<file path="src/rtl/hex_field_writer_pkg.sv">
// Shared display definitions: field-writer states and text-code constants.
package hex_field_writer_pkg;

  typedef enum logic [1:0] {
    ST_IDLE  = 2'd0,
    ST_EMIT  = 2'd1,
    ST_FLUSH = 2'd2
  } hfw_state_e;

  localparam logic [7:0] BLANK_CODE_DEFAULT = 8'd0;
  localparam logic [7:0] DIGIT_BASE         = 8'd16;
  localparam logic [7:0] LETTER_BASE        = 8'd33;

  // 0-9 map onto the digit glyph run, A-F onto the letter glyph run
  function automatic logic [7:0] nibble_code(input logic [3:0] nib);
    logic [7:0] code;
    if (nib < 4'd10) begin
      code = DIGIT_BASE + {4'd0, nib};
    end else begin
      code = LETTER_BASE + {4'd0, nib} - 8'd10;
    end
    return code;
  endfunction

endpackage

</file>
<file path="src/rtl/nibble_to_hex_text.sv">
// Registered nibble-to-text-code converter with a one-cycle valid pipeline.
module nibble_to_hex_text
  import hex_field_writer_pkg::*;
(
  input  logic       clk,
  input  logic       reset_n,
  input  logic       in_valid,
  input  logic [3:0] nibble,
  output logic       out_valid,
  output logic [7:0] code
);

  // Conversion register; valid is reset so nothing stale leaves after release
  always_ff @(posedge clk or negedge reset_n) begin
    if (!reset_n) begin
      out_valid <= 1'b0;
      code      <= 8'd0;
    end else begin
      out_valid <= in_valid;
      if (in_valid) begin
        code <= nibble_code(nibble);
      end else begin
        code <= code;
      end
    end
  end

endmodule

</file>
<file path="src/rtl/hex_field_writer.sv">
// Renders a 1..8 digit hex field into text RAM, one write per cycle, with
// optional leading-zero blanking.
module hex_field_writer
  import hex_field_writer_pkg::*;
#(
  parameter int         ADDR_W     = 11,
  parameter logic [7:0] BLANK_CODE = BLANK_CODE_DEFAULT
) (
  input  logic              clk,
  input  logic              reset_n,
  input  logic              req_valid,
  output logic              req_ready,
  input  logic [31:0]       req_value,
  input  logic [3:0]        req_ndigits,
  input  logic [ADDR_W-1:0] req_addr,
  input  logic              req_lz_blank,
  output logic              wr_en,
  output logic [ADDR_W-1:0] wr_addr,
  output logic [7:0]        wr_data,
  output logic              done
);

  hfw_state_e        state_r, state_nx_s;
  logic              accept_s, issue_s, last_s, blank_s;
  logic [31:0]       value_r;
  logic [2:0]        ndig_m1_r, idx_r, pos_s;
  logic [ADDR_W-1:0] addr_r, addr_d_r;
  logic              lz_r, seen_nz_r, blank_d_r, done_r;
  logic [3:0]        nib_s;
  logic              conv_valid_s;
  logic [7:0]        conv_code_s;

  assign pos_s   = ndig_m1_r - idx_r;
  assign nib_s   = value_r[{pos_s, 2'b00} +: 4];
  assign last_s  = (idx_r == ndig_m1_r);
  assign blank_s = lz_r && !seen_nz_r && (nib_s == 4'd0) && !last_s;

  // State register
  always_ff @(posedge clk or negedge reset_n) begin
    if (!reset_n) begin
      state_r <= ST_IDLE;
    end else begin
      state_r <= state_nx_s;
    end
  end

  // Next-state and control decode
  always_comb begin
    state_nx_s = state_r;
    accept_s   = 1'b0;
    issue_s    = 1'b0;
    case (state_r)
      ST_IDLE: begin
        if (req_valid) begin
          accept_s   = 1'b1;
          state_nx_s = ST_EMIT;
        end else begin
          state_nx_s = ST_IDLE;
        end
      end
      ST_EMIT: begin
        issue_s = 1'b1;
        if (last_s) begin
          state_nx_s = ST_FLUSH;
        end else begin
          state_nx_s = ST_EMIT;
        end
      end
      ST_FLUSH: state_nx_s = ST_IDLE;
      default:  state_nx_s = ST_IDLE;
    endcase
  end

  assign req_ready = (state_r == ST_IDLE);

  // Request capture and digit walk; a count of 0 (or 8) wraps to N-1 = 7
  always_ff @(posedge clk or negedge reset_n) begin
    if (!reset_n) begin
      value_r   <= 32'd0;
      ndig_m1_r <= 3'd0;
      addr_r    <= '0;
      lz_r      <= 1'b0;
      idx_r     <= 3'd0;
      seen_nz_r <= 1'b0;
    end else if (accept_s) begin
      value_r   <= req_value;
      ndig_m1_r <= req_ndigits[2:0] - 3'd1;
      addr_r    <= req_addr;
      lz_r      <= req_lz_blank;
      idx_r     <= 3'd0;
      seen_nz_r <= 1'b0;
    end else if (issue_s) begin
      idx_r     <= idx_r + 3'd1;
      seen_nz_r <= seen_nz_r | (nib_s != 4'd0);
    end else begin
      idx_r     <= idx_r;
      seen_nz_r <= seen_nz_r;
    end
  end

  // Side-band delayed one cycle to line up with the converter output
  always_ff @(posedge clk or negedge reset_n) begin
    if (!reset_n) begin
      addr_d_r  <= '0;
      blank_d_r <= 1'b0;
      done_r    <= 1'b0;
    end else if (issue_s) begin
      addr_d_r  <= addr_r + {{(ADDR_W-3){1'b0}}, idx_r};
      blank_d_r <= blank_s;
      done_r    <= last_s;
    end else begin
      addr_d_r  <= addr_d_r;
      blank_d_r <= 1'b0;
      done_r    <= 1'b0;
    end
  end

  nibble_to_hex_text u_conv (
    .clk       (clk),
    .reset_n   (reset_n),
    .in_valid  (issue_s),
    .nibble    (nib_s),
    .out_valid (conv_valid_s),
    .code      (conv_code_s)
  );

  assign wr_en   = conv_valid_s;
  assign wr_addr = addr_d_r;
  assign wr_data = blank_d_r ? BLANK_CODE : conv_code_s;
  assign done    = done_r;

endmodule

</file>
<file path="config.mk">
export PLATFORM = sky130hd
export DESIGN_NAME = hex_field_writer
export DESIGN_NICKNAME = d
export VERILOG_FILES = /design/src/rtl/hex_field_writer_pkg.sv /design/src/rtl/nibble_to_hex_text.sv /design/src/rtl/hex_field_writer.sv
export SDC_FILE = /design/constraint.sdc
export NUM_CORES = 1
export LEC_CHECK = 0
export BUFFER_PORTS_ARGS = -buffer_cell sky130_fd_sc_hd__buf_2
export CAP_MARGIN = 20
export CORE_MARGIN = 8
export CORE_UTILIZATION = 51
export CTS_BUF_LIST = sky130_fd_sc_hd__clkbuf_8
export CTS_CLUSTER_DIAMETER = 100
export DETAILED_ROUTE_END_ITERATION = 8
export PLACE_DENSITY_LB_ADDON = 0.12
export SKIP_CTS_REPAIR_TIMING = 1
export SLEW_MARGIN = 20
export SYNTH_ARGS = -nofsm -noshare
export SYNTH_HDL_FRONTEND = slang
export SYNTH_SLANG_ARGS = --single-unit
</file>
<file path="constraint.sdc">
create_clock -name clk -period 3.5 [get_ports clk]
set_input_delay 0.35 -clock clk [delete_from_list [all_inputs] [get_ports clk]]
set_output_delay 0.35 -clock clk [all_outputs]
set_load 0.01 [all_outputs]
</file>
==> metrics.yaml <==
status: "finished, final reports clean"
setup_violations: 0
synth-edff-count: 0
final_common_cell: "nand2_1"
antenna_found_initial: 0
cp.required_ns: 3.72
cts-htree-levels: 3
clkSinkCount: 72
postSynth.asyncResetShare_pct: 100
start_util_pct: 52.3
grt_usage_pct: 16.4
portBuffers: 69
crit_top_cell: "inv_1"
antennaDiodeCount: 0
grt_pass1_wl_um: 12800
insertion_delay_ns: 0.34
die_area_um2: 9800
crit_family: "adder cells"
maxCapViolCount: 0
path_max_fanout: 6
coreArea_um2: 6720
synthCells: 372
io_pins: 73
fp.dieH_um: 99.0
synth-seq-area-share_pct: 51.3
setup_tns_ns: 0
final_net_count: 509
crit_path_top_delay_cell: "fa_2"
crit_arrival_ns: 3.56
cts_tree: "done"
clock_path_buffers: 2
clkSlewWorstSetupHoldPaths_ns: 0.08
drc_errors: 0
ys_warn_count: 0
ff2ff_path_depth: 14
dp_slack_ns: 0.124
overflow: 0
fin_ws_ns: 0.166
layout_common_cells: "159 x nand2_1, 72 x dfrtp_1, 69 x buf_2, 20 x o21ai_0, 13 x buf_4"
gp_congestion: 0.803
post_synth_num_cell_types: 41
ys_ff_latch: 72
worst_clock_skew_ns: 0.00669
antenna_left: 0
avgSynthCellArea_um2: 9.44
drt-vias-per-instance: 4.87
drt-total-wl_um: 7490
cts_buffers: 9
utilization_pct: 63.1
hold_viol: 0
grt_max_degree: 49
route.vias.total: 2584
hold_slack_ns: 0.130
endpoint_kind: "register"
period_needed_ns: 3.33
max_freq_mhz: 300
worst-slew-pin-transition_ns: 0.882
rr_endpoint: "u_conv.code[3]"
hpwl_um: 5440
slew_viol_final: 0
reg2reg_slack_ns: 0.17
layout-drive-gt1-share_pct: 25.9
grt_pass1_vias: 2726
drt_iter0_markers: 57
num_rows: 30
wire_per_inst_um: 14.1
die_w_um: 99.0
rsz0062_at_grt: "no"
clockRootBuffer: "clkbuf_8"
cp_num_buf_inv: 4
dominantRegCellSynth: "dfrtp_1"
max-slew-margin-rel_pct: 41.2
worstHoldPathType: "input pin to asynchronous set/reset pin"
syn_to_final_growth_pct: 20.8
r2r-start: "ndig_m1_r[0]"
first_pass_iters: 4
start_kind: "register"
crit_chain: "inv_1 > ha_1 > inv_1 > fa_2 > buf_4 > mux4_2 > mux2i_2 > inv_1 > ha_2 > xor2_1 > ha_2 > or4b_1 > o31ai_1 > o31ai_1"
final.period_utilization_pct: 95.3
worstSetupPathType: "register to register"
syn_area_um2: 3510
slowest_delay_ns: 0.64
[metal layers]
metal / GRT usage (%) / wire [um] / vias to the layer above
li1: - / - / 1341
met3: 4.23 / 358 / 11
met2: 25.4 / 3470 / 55
met5: 0 / 0 / -
met4: 7.79 / 136 / 0
met1: 20.8 / 3520 / 1177
[cells by family after synthesis]
kind of cell	count (synthesis)	synth area share, %
other	1	0.107
multiplexers	13	7.31
AND/OR/NAND/NOR	193	22.5
adder cells (fa/ha/maj)	12	4.70
AO/OA/AOI/OAI	34	5.88
buffers and inverters	32	3.99
flip-flops	72	51.3
XOR/XNOR	15	4.24
[synth_stat cells, drive strengths merged, types with 3 or more instances]
cell type  instances  area [um^2]
mux2i              4         65.1
clkbuf            15         56.3
mux4               8          180
ha                10          125
inv               12         45.0
o21ai             20          100
dfrtp             72         1800
nand3              4         20.0
nand2            160          603
buf                5         38.8
nor2b              7         43.8
o31ai              3         22.5
nor2               9         33.8
xnor2              6         52.6
xor2               8         70.1
a21oi              3         15.0
[stage by stage]
stage          std cells  cell area (um^2)
3_5_place_dp         511              3930
5_1_grt              531              4240
2_1_floorplan        373              3510
4_1_cts              527              4200
6_report             531              4240
3_3_place_gp         511              3930
[how the worst max path moves through the flow]
stage / end / cells past startpoint / slack, ns / from
after detailed placement: u_conv.code[3] / 13 / 0.12 / ndig_m1_r[0]
after global routing: u_conv.code[3] / 14 / 0.02 / ndig_m1_r[0]
after CTS: u_conv.code[3] / 13 / 0.07 / ndig_m1_r[0]
after global placement: u_conv.code[3] / 13 / 0.20 / ndig_m1_r[0]
after floorplan: u_conv.code[3] / 15 / 0.10 / ndig_m1_r[0]
final: u_conv.code[3] / 14 / 0.17 / ndig_m1_r[0]
[layout make-up]
| cell class | instances | area (um^2) |
|---|---|---|
| Fill cell | 619 | 2480 |
| Sequential cell | 72 | 1800 |
| Multi-Input combinational cell | 269 | 1580 |
| Timing Repair Buffer | 82 | 443 |
| Clock buffer | 10 | 138 |
| Clock inverter | 6 | 130 |
| Tap cell | 80 | 100 |
| Inverter | 12 | 45.0 |
[state kept, by name, summed over array words and instances, names as in the netlist, 3 cells and up]
name / flops
addr_r: 11
idx_r: 3
ndig_m1_r: 3
u_conv.code: 6
value_r: 32
wr_addr: 11
Power is not shown: default switching activity piles up to over one toggle a cycle in this logic, so the estimate is an artifact.
